## src/rtl/edabk_tx_arbiter_pkg.sv

```systemverilog
// Shared types and helpers for the edabk transmitter arbiter: FSM state
// encoding, default watchdog length and the round-robin pick function.
package edabk_tx_arbiter_pkg;

  localparam int unsigned TX_ARB_TIMEOUT = 64;
  localparam int unsigned RR_MAX_REQ     = 16;
  localparam int unsigned RR_MAX_IDW     = 4;
  localparam int unsigned RR_CAND_W      = RR_MAX_IDW + 1;

  typedef enum logic [1:0] {
    IDLE  = 2'd0,
    START = 2'd1,
    WAIT  = 2'd2
  } tx_arb_state_e;

  typedef struct packed {
    logic                  any;
    logic [RR_MAX_IDW-1:0] idx;
  } rr_pick_t;

  // First set bit of valid[n-1:0], searching upward from ptr with wrap.
  // ptr must be below n; the sum ptr+off stays under 2n so one subtract wraps it.
  function automatic rr_pick_t rr_pick(input logic [RR_MAX_REQ-1:0] valid,
                                       input logic [RR_MAX_IDW-1:0] ptr,
                                       input logic [RR_CAND_W-1:0]  n);
    rr_pick_t             res;
    logic [RR_CAND_W-1:0] cand;
    res = '0;
    for (int unsigned off = 0; off < RR_MAX_REQ; off++) begin
      cand = RR_CAND_W'(ptr) + RR_CAND_W'(off);
      if (cand >= n) begin
        cand = cand - n;
      end
      if ((RR_CAND_W'(off) < n) && !res.any && valid[cand[RR_MAX_IDW-1:0]]) begin
        res.any = 1'b1;
        res.idx = cand[RR_MAX_IDW-1:0];
      end
    end
    return res;
  endfunction

endpackage : edabk_tx_arbiter_pkg

```

## src/rtl/edabk_rr_arbiter.sv

```systemverilog
// Combinational round-robin selector: picks the first valid requester at or
// above rr_ptr, wrapping at NUM_REQ.
module edabk_rr_arbiter
  import edabk_tx_arbiter_pkg::*;
#(
  parameter  int unsigned NUM_REQ  = 4,
  localparam int unsigned ID_WIDTH = $clog2(NUM_REQ)
) (
  input  logic [NUM_REQ-1:0]  req_valid,
  input  logic [ID_WIDTH-1:0] rr_ptr,
  output logic                any_valid_c,
  output logic [ID_WIDTH-1:0] grant_idx_c
);

  rr_pick_t pick;

  always_comb begin
    pick = rr_pick(RR_MAX_REQ'(req_valid), RR_MAX_IDW'(rr_ptr), RR_CAND_W'(NUM_REQ));
  end

  assign any_valid_c = pick.any;
  assign grant_idx_c = ID_WIDTH'(pick.idx);

endmodule : edabk_rr_arbiter

```

## src/rtl/edabk_tx_arbiter.sv

```systemverilog
// Round-robin scheduler sharing one edabk_transmitter between NUM_REQ
// producers: grant, one-cycle start, wait for finish under a watchdog.
`ifndef CFG_DATA_WIDTH
`define CFG_DATA_WIDTH 8
`endif

module edabk_tx_arbiter
  import edabk_tx_arbiter_pkg::*;
#(
  parameter  int unsigned NUM_REQ    = 4,
  parameter  int unsigned DATA_WIDTH = `CFG_DATA_WIDTH,
  parameter  int unsigned TIMEOUT    = TX_ARB_TIMEOUT,
  localparam int unsigned ID_WIDTH   = $clog2(NUM_REQ),
  localparam int unsigned TO_WIDTH   = $clog2(TIMEOUT + 1)
) (
  input  logic                          bclk,
  input  logic                          reset_n,
  input  logic [NUM_REQ-1:0]            req_valid,
  input  logic [NUM_REQ*DATA_WIDTH-1:0] req_data,
  output logic [NUM_REQ-1:0]            req_ready,
  output logic                          tx_start,
  output logic [DATA_WIDTH-1:0]         tx_data,
  input  logic                          tx_finish,
  output logic                          busy,
  output logic [ID_WIDTH-1:0]           grant_id,
  output logic                          done_valid,
  output logic                          timeout_err
);

  tx_arb_state_e         state_q, state_d;
  logic [ID_WIDTH-1:0]   rr_ptr_q, rr_ptr_d;
  logic [TO_WIDTH-1:0]   wdog_q, wdog_d;
  logic [DATA_WIDTH-1:0] tx_data_q, tx_data_d;
  logic [ID_WIDTH-1:0]   grant_id_q, grant_id_d;
  logic [NUM_REQ-1:0]    req_ready_q, req_ready_d;
  logic                  tx_start_q, tx_start_d;
  logic                  busy_q, busy_d;
  logic                  done_valid_q, done_valid_d;
  logic                  timeout_err_q, timeout_err_d;

  logic                  any_valid_c;
  logic [ID_WIDTH-1:0]   grant_idx_c;
  logic [DATA_WIDTH-1:0] sel_word_c;
  logic [ID_WIDTH-1:0]   next_ptr_c;

  edabk_rr_arbiter #(
    .NUM_REQ (NUM_REQ)
  ) u_rr (
    .req_valid   (req_valid),
    .rr_ptr      (rr_ptr_q),
    .any_valid_c (any_valid_c),
    .grant_idx_c (grant_idx_c)
  );

  assign sel_word_c = req_data[32'(grant_idx_c) * DATA_WIDTH +: DATA_WIDTH];
  assign next_ptr_c = (grant_idx_c == ID_WIDTH'(NUM_REQ - 1)) ? '0
                                                              : grant_idx_c + ID_WIDTH'(1);

  // Next-state and registered-output logic; pulses default low every cycle.
  always_comb begin
    state_d       = state_q;
    rr_ptr_d      = rr_ptr_q;
    wdog_d        = wdog_q;
    tx_data_d     = tx_data_q;
    grant_id_d    = grant_id_q;
    req_ready_d   = '0;
    tx_start_d    = 1'b0;
    done_valid_d  = 1'b0;
    timeout_err_d = 1'b0;

    case (state_q)
      IDLE: begin
        if (any_valid_c) begin
          state_d     = START;
          tx_data_d   = sel_word_c;
          grant_id_d  = grant_idx_c;
          rr_ptr_d    = next_ptr_c;
          tx_start_d  = 1'b1;
          req_ready_d = NUM_REQ'(1) << grant_idx_c;
        end
      end
      START: begin
        // A finish seen here belongs to no frame of ours and is dropped.
        wdog_d  = '0;
        state_d = WAIT;
      end
      WAIT: begin
        if (tx_finish) begin
          done_valid_d = 1'b1;
          state_d      = IDLE;
        end else if (wdog_q == TO_WIDTH'(TIMEOUT - 1)) begin
          timeout_err_d = 1'b1;
          state_d       = IDLE;
        end else begin
          wdog_d = wdog_q + TO_WIDTH'(1);
        end
      end
      default: begin
        state_d = IDLE;
      end
    endcase

    busy_d = (state_d != IDLE);
  end

  always_ff @(posedge bclk or negedge reset_n) begin
    if (!reset_n) begin
      state_q       <= IDLE;
      rr_ptr_q      <= '0;
      wdog_q        <= '0;
      tx_data_q     <= '0;
      grant_id_q    <= '0;
      req_ready_q   <= '0;
      tx_start_q    <= 1'b0;
      busy_q        <= 1'b0;
      done_valid_q  <= 1'b0;
      timeout_err_q <= 1'b0;
    end else begin
      state_q       <= state_d;
      rr_ptr_q      <= rr_ptr_d;
      wdog_q        <= wdog_d;
      tx_data_q     <= tx_data_d;
      grant_id_q    <= grant_id_d;
      req_ready_q   <= req_ready_d;
      tx_start_q    <= tx_start_d;
      busy_q        <= busy_d;
      done_valid_q  <= done_valid_d;
      timeout_err_q <= timeout_err_d;
    end
  end

  assign req_ready   = req_ready_q;
  assign tx_start    = tx_start_q;
  assign tx_data     = tx_data_q;
  assign busy        = busy_q;
  assign grant_id    = grant_id_q;
  assign done_valid  = done_valid_q;
  assign timeout_err = timeout_err_q;

endmodule : edabk_tx_arbiter

```

## config.mk

```make
export PLATFORM = sky130hd
export DESIGN_NAME = edabk_tx_arbiter
export DESIGN_NICKNAME = d
export VERILOG_FILES = /design/src/rtl/edabk_tx_arbiter_pkg.sv /design/src/rtl/edabk_rr_arbiter.sv /design/src/rtl/edabk_tx_arbiter.sv
export SDC_FILE = /design/constraint.sdc
export NUM_CORES = 1
export LEC_CHECK = 0
export CAP_MARGIN = 20
export CORE_UTILIZATION = 46
export CTS_BUF_LIST = sky130_fd_sc_hd__clkbuf_8 sky130_fd_sc_hd__clkbuf_16
export CTS_CLUSTER_SIZE = 40
export DETAILED_ROUTE_END_ITERATION = 8
export GPL_TIMING_DRIVEN = 0
export PLACE_DENSITY = 0.76
export SLEW_MARGIN = 40
export SYNTH_ARGS = -nofsm -noshare
export SYNTH_HDL_FRONTEND = slang
export SYNTH_SLANG_ARGS = --single-unit
```

## constraint.sdc

```tcl
create_clock -name bclk -period 3.1 [get_ports bclk]
set_input_delay 0.62 -clock bclk [delete_from_list [all_inputs] [get_ports bclk]]
set_output_delay 0.62 -clock bclk [all_outputs]
set_load 0.01 [all_outputs]
```

==> flow_summary.ini <==
[timing]
fin_skew_ns = 0.00742
setup_violations = 0
final_hold_viol_count = 0
fmax_ghz = 0.347
min_period_ns = 2.88
tightest_slew_ns = 0.652
slew_violations = 0
fin_setup_tns_ns = 0
slew_headroom = 0.565
rsz0062_at_grt = no
timing.final.crit_share = 0.929
whs_ns = 0.360

[cells_and_area]
multiInputGateArea_um2 = 970
layout-drive-gt1-share = 0.128
stdcell_area_mm2 = 0.00247
layout_common_cells = clkdlybuf4s50_1 (55), dfrtp_1 (29), nand2_1 (20)
fin_nets = 282
layout_commonest_cell = clkdlybuf4s50_1
fill_cells = 298
ff_latch_area_um2 = 726
num_antenna_cells = 0
areaGrowthSynthToFinish_pct = 39.7

[setup_path]
r2r-start = rr_ptr_q[0]
rrSetupSlack_ns = 0.22
cp-end-kind = flop
worst-path-max-fanout = 11
cp.arrival_ns = 3.03
cp.required_ns = 3.25
path_class = flop to flop
max_stage_delay_ns = 0.53
start_kind = flop
r2r_cells = 11
cp_slowest_cell = dfrtp_1
cp_cell_sequence = buf_4 -> inv_1 -> ha_1 -> a21boi_0 -> a22o_1 -> a22oi_2 -> nand3_4 -> inv_2 -> buf_8 -> mux2i_1 -> o221ai_1
rr_endpoint = tx_data[2]

[grt]
grt-ovfl-total = 0
grt.total_usage = 0.239
grt_pass1_vias = 1649
antenna_found_initial = 0
grt_max_degree = 30
grt_pass1_wl_um = 7560

[outcome]
outcome = complete, but fails checks
violations = DRC

[clock_network]
cts_setup_buffers = 0
cts.path.max_buffers = 2
htreeDepth = 2
cts-root-buf = clkbuf_8
cts_buffers = 5
cts_resized = 0
clkLatencyLatePin_ns = 0.28
tritoncts = built
hold_buffers = 0
cts_sinks = 29
clk_pin_slew_worst_paths_ns = 0.07

[pwr]
max-vdd-ir-drop_mv = 0.524
p_per_area_mw_per_mm2 = 987
p_leak_uw = 0.00108
power_uw = 2440

[yosys]
ys_ff_latch = 29
ys_seq_area_frac = 0.410
avgSynthCellArea_um2 = 10.3
synth_cell_types = 49
syn-cell-area_mm2 = 0.00177
syn_nets = 219
synthCells = 171
yosys_warnings = 0

[die]
die_x_um = 64.0
start_util = 0.483
core_area_mm2 = 0.00366
dieHeight_um = 64.0
die-area_mm2 = 0.00410
num_rows = 22
ios = 57

[detailed_routing]
via_per_inst = 5.55
wl_um = 4280
vias = 1571
drt_pass1_iterations = 6
wire_per_inst_um = 15.1
drtAntennaViolNets = 0
drtIter0Drc = 85
drcViolationCount = 1

[job]
max_cap_violations = 0

[worst_hold_path]
worstHoldPathType = primary input to async pin

[place]
place_area_mm2 = 0.00238
place.port_buffers = 56
gp_congestion = 0.815
dp_hpwl_um = 3350
cell usage after synthesis, drive strengths merged:
library cell  count  area share
nor2              7       0.015
o21ai             6       0.017
or2               1      0.0035
or3b              1      0.0050
and2              4       0.014
nor4              1      0.0035
or3               2      0.0099
a2bb2oi           1      0.0050
mux2              7       0.047
and3              3       0.011
a222oi            1      0.0057
nand3             4       0.018
a22oi             1      0.0071
xor2              4       0.020
o21a              2      0.0085
nor3              2      0.0057
clkbuf            1      0.0021
a311o             1      0.0064
a22o              2      0.0099
nor3b             2      0.0085
o211ai            6       0.025
ha                9       0.064
o21ba             1      0.0092
nor2b             2      0.0071
a31oi             1      0.0035
o311ai            1      0.0050
o221ai            8       0.040
nand2b            3       0.011
nand2            22       0.050
nand4             3       0.011
dfrtp            29        0.41
a21oi             3      0.0085
inv               8       0.017
o311a             1      0.0057
buf               4       0.022
a311oi            1      0.0050
o21bai            1      0.0042
mux2i            12       0.068
a21boi            1      0.0042
o31ai             2      0.0085
state kept, by name (all words and copies together), names as in the netlist:
name,cells
tx_data,8
grant_id,2
req_ready,4
rr_ptr_q,2
done_valid,1
tx_start,1
state_q,2
timeout_err,1
busy,1
wdog_q,7
routing by layer:
layer | routed length (um) | up-vias | GRT usage
li1 | - | 758 | -
met1 | 1700 | 750 | 0.262
met2 | 2300 | 53 | 0.445
met3 | 241 | 10 | 0.0661
met4 | 42 | 0 | 0.0625
met5 | 0 | - | 0
per-stage QoR:
step                      setup WS (ns)  cells  utilization
after global placement            0.328    275        0.652
after global routing             0.0649    283        0.675
final                             0.221    283        0.675
after detailed placement          0.204    275        0.651
after CTS                         0.244    283        0.675
after floorplan                   0.680    171            -
power by group:
part           internal [uW]  leakage, uW  total (uW)  switching [uW]
Clock                    154    0.0000439         301             147
Combinational            714     0.000668        1500             788
Sequential               523     0.000373         635             112
logic make-up after synthesis:
logic type | count (synthesis) | synth area share
AOI/OAI and AO/OA | 40 | 0.178
xor gates and xnor gates | 4 | 0.0198
adders and majority gates | 9 | 0.0637
buffers and inverters | 13 | 0.0410
DFF | 29 | 0.410
muxes | 19 | 0.115
and+or+nand+nor | 57 | 0.172
critical path: cells and delay by family, from the launching register on:
kind / cells / cell delay [ns]
AO/OA/AOI/OAI: 4 / 0.78
AND/OR/NAND/NOR: 1 / 0.16
buffers and inverters: 4 / 0.64
flip-flops: 1 / 0.53
multiplexers: 1 / 0.23
adder cells (fa/ha/maj): 1 / 0.38
final cells by class:
| type | count | area share |
|---|---|---|
| multi-input cells | 129 | 0.393 |
| flip-flops and latches | 29 | 0.294 |
| repair buffers | 56 | 0.225 |
| clock buffers | 5 | 0.0279 |
| well taps | 48 | 0.0243 |
| plain buffers | 5 | 0.0172 |
| inverters | 8 | 0.0122 |
| clock inverters | 3 | 0.00709 |
worst max-delay path by stage:
| stage | to | startpoint | slack, ns |
|---|---|---|---|
| finish | tx_data[2] | rr_ptr_q[0] | 0.22 |
| global route | tx_data[0] | rr_ptr_q[0] | 0.06 |
| CTS | tx_data[2] | rr_ptr_q[0] | 0.24 |
| detailed placement | tx_data[2] | req_valid[3] | 0.20 |
| global placement | tx_data[5] | req_valid[3] | 0.33 |
| floorplan | tx_data[0] | rr_ptr_q[0] | 0.68 |
Note: power is estimated with default switching activity, not from simulation.
